===== src/rtl/fetch_ctrl_if.sv =====
// Request/control bundle between the hazard, branch and exception logic and the IF stage.
// The master side raises next-PC requests; the slave side (fetch_ctrl) drives the IF controls.
interface fetch_ctrl_if;
  logic        imem_ready;
  logic        ld_use;
  logic        br_taken;
  logic [31:0] br_target;
  logic        exc_req;
  logic [31:0] exc_pc;
  logic        eret;

  logic        PcWrite;
  logic        pc_src;
  logic [31:0] address;
  logic        error;
  logic [31:0] error_address;
  logic        pc_flush;
  logic        if_lw;
  logic [31:0] epc;
  logic        in_handler;
  logic        exc_drop;
  logic        misalign;

  modport master (
    output imem_ready, ld_use, br_taken, br_target, exc_req, exc_pc, eret,
    input  PcWrite, pc_src, address, error, error_address, pc_flush, if_lw,
           epc, in_handler, exc_drop, misalign
  );

  modport slave (
    input  imem_ready, ld_use, br_taken, br_target, exc_req, exc_pc, eret,
    output PcWrite, pc_src, address, error, error_address, pc_flush, if_lw,
           epc, in_handler, exc_drop, misalign
  );
endinterface


===== src/rtl/fetch_ctrl.sv =====
// Fetch-stage PC sequencer: arbitrates exception / eret / branch / load-use requests and holds EPC.
// Optional macro PC_ALIGN_CHK_EN traps misaligned branch targets as exceptions.
module fetch_ctrl #(
  parameter logic [31:0] EXC_VECTOR      = 32'h0000_1000,
  parameter int unsigned FLUSH_CYCLES    = 2,
  parameter int unsigned LD_STALL_CYCLES = 1
) (
  input logic         clk,
  input logic         reset,
  fetch_ctrl_if.slave fc
);

  localparam int unsigned CNT_MAX = (FLUSH_CYCLES > LD_STALL_CYCLES) ? FLUSH_CYCLES : LD_STALL_CYCLES;
  localparam int CNT_W = (CNT_MAX > 1) ? $clog2(CNT_MAX) : 1;
  localparam logic [CNT_W-1:0] FLUSH_INIT = CNT_W'(FLUSH_CYCLES - 1);
  localparam logic [CNT_W-1:0] STALL_INIT = CNT_W'(LD_STALL_CYCLES - 1);

  typedef enum logic [1:0] {RUN, STALL, FLUSH} state_t;

  state_t           state, state_nxt;
  logic [CNT_W-1:0] cnt, cnt_nxt;
  logic [31:0]      epc_q, epc_nxt;
  logic             inh_q, inh_nxt;

  logic        pc_write, pc_src, error, pc_flush, if_lw, exc_drop, misalign;
  logic [31:0] address;
  logic        redirect, mis_br;

  function automatic logic [CNT_W-1:0] sat_dec(input logic [CNT_W-1:0] c);
    return (c == '0) ? '0 : c - CNT_W'(1);
  endfunction

  always_comb begin
    state_nxt = state;
    cnt_nxt   = cnt;
    epc_nxt   = epc_q;
    inh_nxt   = inh_q;
    pc_write  = 1'b0;
    pc_src    = 1'b0;
    address   = '0;
    error     = 1'b0;
    pc_flush  = 1'b0;
    if_lw     = 1'b0;
    exc_drop  = 1'b0;
    misalign  = 1'b0;
    redirect  = 1'b0;
    mis_br    = 1'b0;
`ifdef PC_ALIGN_CHK_EN
    mis_br = fc.br_taken && (fc.br_target[1:0] != 2'b00);
`endif

    if (fc.exc_req && !inh_q) begin
      error    = 1'b1;
      epc_nxt  = fc.exc_pc;
      inh_nxt  = 1'b1;
      redirect = 1'b1;
    end else begin
      // A nested exception is dropped and the lower-priority requests still get their turn.
      exc_drop = fc.exc_req;
      if (fc.eret) begin
        pc_src   = 1'b1;
        address  = epc_q;
        inh_nxt  = 1'b0;
        redirect = 1'b1;
      end else if (mis_br && !inh_q) begin
        error    = 1'b1;
        misalign = 1'b1;
        epc_nxt  = fc.br_target;
        inh_nxt  = 1'b1;
        redirect = 1'b1;
      end else if (fc.br_taken && !mis_br) begin
        pc_src   = 1'b1;
        address  = fc.br_target;
        redirect = 1'b1;
      end else begin
        if (mis_br) exc_drop = 1'b1;
        unique case (state)
          RUN: begin
            if (fc.ld_use) begin
              if_lw     = 1'b1;
              cnt_nxt   = STALL_INIT;
              state_nxt = (LD_STALL_CYCLES > 1) ? STALL : RUN;
            end else begin
              pc_write = fc.imem_ready;
            end
          end
          STALL: begin
            if_lw   = 1'b1;
            cnt_nxt = sat_dec(cnt);
            if (cnt_nxt == '0) state_nxt = RUN;
          end
          FLUSH: begin
            // ld_use is ignored here: the instruction in ID is being squashed anyway.
            pc_flush = 1'b1;
            pc_write = fc.imem_ready;
            cnt_nxt  = sat_dec(cnt);
            if (cnt_nxt == '0) state_nxt = RUN;
          end
          default: state_nxt = RUN;
        endcase
      end
    end

    if (redirect) begin
      pc_write  = 1'b1;
      pc_flush  = 1'b1;
      cnt_nxt   = FLUSH_INIT;
      state_nxt = (FLUSH_CYCLES > 1) ? FLUSH : RUN;
    end

    // While reset is asserted IF is held squashed with the PC frozen.
    if (!reset) begin
      pc_write = 1'b0;
      pc_src   = 1'b0;
      address  = '0;
      error    = 1'b0;
      if_lw    = 1'b0;
      pc_flush = 1'b1;
      exc_drop = 1'b0;
      misalign = 1'b0;
    end
  end

  always_ff @(posedge clk or negedge reset) begin
    if (!reset) begin
      state <= RUN;
      cnt   <= '0;
      epc_q <= '0;
      inh_q <= 1'b0;
    end else begin
      state <= state_nxt;
      cnt   <= cnt_nxt;
      epc_q <= epc_nxt;
      inh_q <= inh_nxt;
    end
  end

  assign fc.PcWrite       = pc_write;
  assign fc.pc_src        = pc_src;
  assign fc.address       = address;
  assign fc.error         = error;
  assign fc.error_address = EXC_VECTOR;
  assign fc.pc_flush      = pc_flush;
  assign fc.if_lw         = if_lw;
  assign fc.epc           = epc_q;
  assign fc.in_handler    = inh_q;
  assign fc.exc_drop      = exc_drop;
  assign fc.misalign      = misalign;

endmodule


===== src/flat_wrapper.sv =====
// flat-port wrapper written by rule: the top's interface ports become plain ports
module fetch_ctrl_flat 
#(
  parameter logic [31:0] EXC_VECTOR      = 32'h0000_1000,
  parameter int unsigned FLUSH_CYCLES    = 2,
  parameter int unsigned LD_STALL_CYCLES = 1
)
  (clk, reset, fc_imem_ready, fc_ld_use, fc_br_taken, fc_br_target, fc_exc_req, fc_exc_pc, fc_eret, fc_PcWrite, fc_pc_src, fc_address, fc_error, fc_error_address, fc_pc_flush, fc_if_lw, fc_epc, fc_in_handler, fc_exc_drop, fc_misalign);
  fetch_ctrl_if fc_i ();
  input logic clk;
  input logic reset;
  input wire logic [$bits(fc_i.imem_ready)-1:0] fc_imem_ready;
  input wire logic [$bits(fc_i.ld_use)-1:0] fc_ld_use;
  input wire logic [$bits(fc_i.br_taken)-1:0] fc_br_taken;
  input wire logic [$bits(fc_i.br_target)-1:0] fc_br_target;
  input wire logic [$bits(fc_i.exc_req)-1:0] fc_exc_req;
  input wire logic [$bits(fc_i.exc_pc)-1:0] fc_exc_pc;
  input wire logic [$bits(fc_i.eret)-1:0] fc_eret;
  output wire logic [$bits(fc_i.PcWrite)-1:0] fc_PcWrite;
  output wire logic [$bits(fc_i.pc_src)-1:0] fc_pc_src;
  output wire logic [$bits(fc_i.address)-1:0] fc_address;
  output wire logic [$bits(fc_i.error)-1:0] fc_error;
  output wire logic [$bits(fc_i.error_address)-1:0] fc_error_address;
  output wire logic [$bits(fc_i.pc_flush)-1:0] fc_pc_flush;
  output wire logic [$bits(fc_i.if_lw)-1:0] fc_if_lw;
  output wire logic [$bits(fc_i.epc)-1:0] fc_epc;
  output wire logic [$bits(fc_i.in_handler)-1:0] fc_in_handler;
  output wire logic [$bits(fc_i.exc_drop)-1:0] fc_exc_drop;
  output wire logic [$bits(fc_i.misalign)-1:0] fc_misalign;
  assign fc_i.imem_ready = fc_imem_ready;
  assign fc_i.ld_use = fc_ld_use;
  assign fc_i.br_taken = fc_br_taken;
  assign fc_i.br_target = fc_br_target;
  assign fc_i.exc_req = fc_exc_req;
  assign fc_i.exc_pc = fc_exc_pc;
  assign fc_i.eret = fc_eret;
  assign fc_PcWrite = fc_i.PcWrite;
  assign fc_pc_src = fc_i.pc_src;
  assign fc_address = fc_i.address;
  assign fc_error = fc_i.error;
  assign fc_error_address = fc_i.error_address;
  assign fc_pc_flush = fc_i.pc_flush;
  assign fc_if_lw = fc_i.if_lw;
  assign fc_epc = fc_i.epc;
  assign fc_in_handler = fc_i.in_handler;
  assign fc_exc_drop = fc_i.exc_drop;
  assign fc_misalign = fc_i.misalign;
  fetch_ctrl #(.EXC_VECTOR(EXC_VECTOR), .FLUSH_CYCLES(FLUSH_CYCLES), .LD_STALL_CYCLES(LD_STALL_CYCLES)) u_core (.clk(clk), .reset(reset), .fc(fc_i));
endmodule

===== config.mk =====
export PLATFORM = sky130hd
export DESIGN_NAME = fetch_ctrl_flat
export DESIGN_NICKNAME = d
export VERILOG_FILES = /design/src/rtl/fetch_ctrl_if.sv /design/src/rtl/fetch_ctrl.sv /design/src/flat_wrapper.sv
export SDC_FILE = /design/constraint.sdc
export NUM_CORES = 1
export LEC_CHECK = 0
export ABC_AREA = 1
export ABC_CLOCK_PERIOD_IN_PS = 1030
export CORE_ASPECT_RATIO = 1.2
export CORE_MARGIN = 2
export CORE_UTILIZATION = 30
export DETAILED_ROUTE_END_ITERATION = 8
export GPL_TIMING_DRIVEN = 1
export HOLD_SLACK_MARGIN = 0.03
export PLACE_DENSITY = 0.74
export SLEW_MARGIN = 20
export SYNTH_ARGS = -nofsm -noshare
export SYNTH_HDL_FRONTEND = slang
export SYNTH_SLANG_ARGS = --single-unit
export TNS_END_PERCENT = 100

===== constraint.sdc =====
create_clock -name clk -period 1.03 [get_ports clk]
set_input_delay 0.206 -clock clk [delete_from_list [all_inputs] [get_ports clk]]
set_output_delay 0.206 -clock clk [all_outputs]
set_load 0.02 [all_outputs]

# After elaboration in Yosys (flattened, before gate mapping)
# Index checks and enable logic that the tools add are counted.
dict set report word_totals {
  register_bits 36
  input_bits 71
  output_inout_bits 104
  word_cells 68
}
dict set report classes {
  add_sub_neg 1
  eq_ne 7
  n_mux 48
  reduce_logical 8
}
# cell count
set ops {}
lappend ops {{2-to-1 mux 32 bit} 4}
lappend ops {{2-to-1 mux 1 bit} 34}
lappend ops {{2-to-1 mux 2 bit} 6}
lappend ops {{AND reduction 5 bit} 2}
lappend ops {{!= test 2 x 1 -> 1 bit, second input constant} 3}
lappend ops {{!= test 3 x 2 -> 1 bit, second input constant} 2}
lappend ops {{case mux 1 bit (2 select lines)} 3}
lappend ops {{case mux 2 bit (2 select lines)} 1}
lappend ops {{nonzero test 3 bit} 1}
lappend ops {{== test 2 x 1 -> 1 bit, second input constant} 1}
lappend ops {{== test 2 bit, second input constant} 1}
lappend ops {{zero test 2 bit} 1}
lappend ops {{nonzero test 2 bit} 1}
lappend ops {{OR reduction 2 bit} 1}
lappend ops {{logical AND 1 bit} 1}
lappend ops {{zero test 1 bit} 1}
lappend ops {{subtractor 1 bit, second input constant} 1}

# Depth between registers and ports, before layout
dict set report logic_depth {
  word_depth 8
  mapped_depth 5
  depth_no_buf 5
}

# Worst setup path before layout
# Ideal clock, no wire load.
dict set report synth_path {
  path_kind {reg-to-output}
  from {reg u_core.inh_q, in the netlist u_core.fc.in_handler}
  to {out fc_if_lw}
  arrival_time_ns 1.194
  setup_slack_ns -0.370
  stages_incl_launch_ff 5
  n_path_buf 0
  path_cell_list {dfrtp_1 > inv_2 > a21oi_1 > nand2_1 > nor2_1}
}
dict set report synth_between {
  elab_chain_cells 4
}
# element line_no
set synth_lines {}
lappend synth_lines {{from (decl)} fetch_ctrl.sv:23} ;# logic inh_q, inh_nxt;
lappend synth_lines {{from (signal assigned)} fetch_ctrl.sv:134} ;# inh_q <= inh_nxt;
lappend synth_lines {{zero test 1 bit} --}
lappend synth_lines {{logical AND 1 bit} fetch_ctrl.sv:52} ;# if (fc.exc_req && !inh_q) begin
lappend synth_lines {{2-to-1 mux 1 bit} fetch_ctrl.sv:52}
lappend synth_lines {{2-to-1 mux 1 bit} fetch_ctrl.sv:112} ;# if (!reset) begin
lappend synth_lines {{to (decl)} flat_wrapper.sv:25} ;# output wire logic [$bits(fc_i.if_lw)-1:0] fc_if_lw;
# No other way between the ends.

# Final worst setup path
dict set report layout_path {
  from {reg u_core.inh_q, in the netlist u_core.fc.in_handler}
  to {out fc_address[7]}
}
dict set report layout_between {
  elab_chain_cells 4
}
# element line_no
set layout_lines {}
lappend layout_lines {{zero test 1 bit} --}
lappend layout_lines {{logical AND 1 bit} fetch_ctrl.sv:52}
lappend layout_lines {{2-to-1 mux 32 bit} fetch_ctrl.sv:52}
lappend layout_lines {{2-to-1 mux 32 bit} fetch_ctrl.sv:112}
lappend layout_lines {{to (decl)} flat_wrapper.sv:21} ;# output wire logic [$bits(fc_i.address)-1:0] fc_address;
# No other way between the ends.

==> results.txt <==
Setup repair after global routing could not meet its margin everywhere. Walking the worst path, the cells encountered are inv_4, nand2_8, nand2_8, buf_16, a21oi_2, buf_4. After detailed placement, the design holds a cell count of 569. Prior to clock tree synthesis, the placed netlist has a worst setup slack of -1089 ps. The core occupancy in the finished layout is 0.6729, and the clock-pin slew of the registers on the worst-case setup and hold paths is 70 ps. The run gives 4 as the first-pass detailed-route iteration total.

For the combinational share of power, the log shows 0.575. The share of the clock period used by the worst path is 1.544, and the portion of synthesized cell area occupied by the leading cell type is 0.3712. Static timing analysis puts the maximum clock frequency at 0.6290 GHz. CTS placed an instance of clkbuf_8 at the clock tree root. For the number of antenna violations at the first check in global routing, the log shows 0.

Dividing the detail-routed wire length by the instance count gives 14.92 um. The first global-routing pass estimated 14.19 mm of wire. The tools report the starting density of the core as 0.3133. In the detailed route, the total length drawn on met3 is 591 um. The synthesized design contains 34 register bits.

The run gives 2.444 mW as the reported net switching power. Global routing finished with a remaining overflow of 0. The setup path with the least slack is of type reg2out. The final layout contains 578 nets.

The number of setup violations in the final report was 104; the die extent in x was 83.80 um. For the overall fraction of global-route tracks in use, the log shows 0.2123. The post-layout worst setup margin was -559.9 ps.

The clock arrives with 3.965 ps of skew. Distinct cell type count of the synthesized netlist: 16. Count of final hold-check violations: 0.

The run gives 4267 um^2 as the placed standard-cell area. The floorplan has 34 rows. STA puts the critical path data arrival time at 1380 ps. The run gives 7317 um^2 as the standard cell core area.

STA classifies the critical path startpoint as a flip-flop. Summing all non-filler instances in the final layout gives an area of 4923 um^2. The maximum fanout encountered on the critical timing path was 7. The delay of the slowest critical-path stage is 430 ps, and the count of maximum capacitance violations is 0. The tools report the worst path required time as 820 ps. A synthesized cell averages 7.540 um^2.

The worst hold path belongs to the class in2async. In this run the cell area of the synthesized design comes to 2292 um^2. For the final-layout fill cell count, the log shows 559. TritonCTS created 5 clock buffers.

For this design the ratio of total power to cell area is 1343 nW/um^2. The HPWL after detailed placement is 6.020 mm. The portion of total power attributed to sequential cells was 0.272. The cell taking the most area after synthesis is dfrtp_1. The vertical die dimension is 99.76 um, and the number of buffers and inverters on the critical path is 3. Entering global routing, the biggest net connects 25 pins.

In this run the number of H-tree levels came out at 2. The flow ran to the end, but the final reports show violations. The clock share of power is 0.153. The area enclosed by the die boundary is 8359 um^2.

Leaving out fill and tap cells, the most frequent cell in the layout is nand2_1. The critical path's slowest cell was dfrtp_2. The via count of the first global-routing pass is 2904. The total of buffers placed on input and output ports was 141; the total area of multi-input combinational cells was 1433 um^2. The highest metal layer carrying signal wires in the routed design is met4. Subtracting the final worst setup slack from the clock period gives 1590 ps. After detailed routing, the number of remaining DRC violations is 0. The cell family contributing the most delay on the critical path is flip-flops.

In this run, the number of DRC markers left after iteration 0 of detailed routing was 53. The detailed-route vias per instance was 4.577. TritonCTS built the clock tree. For this run, the number of Yosys warnings is 0. The internal power summed over all cells is 4.166 mW. The final reports fail on setup timing.

The final wirelength is 8.925 mm, and the leakage power summed over all cells is 2.306 nW. At the end of routability-driven placement, the weighted congestion stood at 0.7547. The net switching fraction of the power was 0.3697. The share of final-layout standard cells stronger than drive strength 1 works out to 0.3996. In this design, the critical path's most frequently occurring cell is nand2_8.

175 I/O pins were placed. The number of pins exceeding their max-slew limit in the final report is 0, and the length of routed wiring on met1 is 3.262 mm. For the part of the Yosys area used for sequential elements, the log shows 0.3712. Leaving out fill and tap cells, the most frequent cells in the layout are 128 x nand2_1, 102 x buf_6, 66 x clkdlybuf4s50_1.

IR analysis of the VDD net gives a maximum drop of 701.1 uV. The later pin in the worst-skew pair is clocked with a latency of 280 ps. The tools report the category of the worst setup path capture point as a primary output. Yosys attributes the largest share of cell area to dfrtp_1 37%, nand2_1 21%, a21oi_2 11%, buf_4 11%, nand3_1 7.0%.

The routed layout has 2737 vias. The clock passes through at most 2 buffers. The tools report the remaining number of nets flagged by the antenna check after routing as 0. Synthesis produced 304 cells. Relative to the synthesized area, the layout overhead comes to 114.8%.

The detailed route wirelength on metal2 came out at 4.823 mm. The tools report the number of sinks on the clock net as 34. The finished layout holds 598 standard cells, fillers aside.

Storage element area: 852.1 um^2. The repair_antennas step left the layout with diodes totalling 0.
## routing by layer
metal / track usage / vias up
met5: 0 / -
met4: 0.06700 / 0
met3: 0.05228 / 27
met2: 0.4000 / 126
met1: 0.2329 / 1282
li1: - / 1302
## sequential cells by signal (all words and copies together) (netlist names)
register and count:
u_core.fc.epc 32, u_core.fc.in_handler 1, u_core.state 1
## cells in the mapped netlist
| cell type | number |
|---|---|
| conb_1 | 2 |
| nor2_1 | 7 |
| a21oi_1 | 4 |
| nor3_1 | 1 |
| nand3_1 | 32 |
| inv_1 | 5 |
| nand2_1 | 131 |
| dfrtp_1 | 34 |
| nand2_4 | 2 |
| o21ai_0 | 1 |
| nor2_8 | 1 |
| buf_4 | 33 |
| buf_6 | 8 |
| inv_2 | 1 |
| buf_2 | 12 |
| a21oi_2 | 30 |
## metrics by stage
step | setup TNS [ps] | power [mW] | hold WS, ps
final | -31810 | 6.610 | 53.67
after CTS | -32690 | 6.606 | 58.41
after floorplan | -6909 | 3.355 | -89.59
after global routing | -35730 | 6.989 | 63.00
after detailed placement | -45470 | 4.894 | 295.4
after global placement | -44900 | 4.857 | 291.0
## power groups by stage
stage / clock, mW / sequential, mW / combinational [mW]
2_1_floorplan: 0 / 2.14 / 1.22
4_1_cts: 1.06 / 1.79 / 3.75
6_report: 1.01 / 1.80 / 3.80
3_3_place_gp: 0 / 1.75 / 3.10
3_5_place_dp: 0 / 1.76 / 3.13
5_1_grt: 1.13 / 1.82 / 4.04
## cell type report
class / instances / area share
inverter: 6 / 0.005083
multi-input combinational: 242 / 0.2910
sequential: 34 / 0.1731
clock buffer: 7 / 0.01753
timing repair buffer: 218 / 0.4895
tap: 90 / 0.02287
clock inverter: 1 / 0.001017
## logic make-up (layout without fill, tap and decap cells)
| kind of cell | Yosys count | count (layout) | synth area share |
|---|---|---|---|
| compound gates | 35 | 35 | 0.1255 |
| other cells | 2 | 33 | 0.003276 |
| flops | 34 | 34 | 0.3712 |
| simple gates | 174 | 174 | 0.3166 |
| buf+inv | 59 | 232 | 0.1834 |
## timing repair
item / 4_1_cts / 5_1_grt
hold buffers: 1 / 0
buffers inserted: 12 / 21
gates cloned: 6 / 0
endpoints found under the hold margin: 10 / 0
setup endpoints to repair: 91 / 104
pin swaps: 4 / 2
gates resized for setup: 469 / 22
## path summary, 6_finish.rpt
kind	startpoint	to	slack, ps	cells after the start
max	u_core.fc.in_handler$_DFFE_PN0P_	fc_address[7]	-560	6
min in group clk	fc_eret	u_core.state[1]$_DFFE_PN0P_	360	3
min	reset	u_core.fc.epc[4]$_DFFE_PN0P_	50	2
max reg2reg	u_core.fc.in_handler$_DFFE_PN0P_	u_core.fc.epc[31]$_DFFE_PN0P_	-340	7
max in group asynchronous	reset	u_core.fc.in_handler$_DFFE_PN0P_	290	3
min reg2reg	u_core.fc.epc[8]$_DFFE_PN0P_	u_core.fc.epc[8]$_DFFE_PN0P_	580	3
No activity file was read; power rests on OpenSTA's default activity.
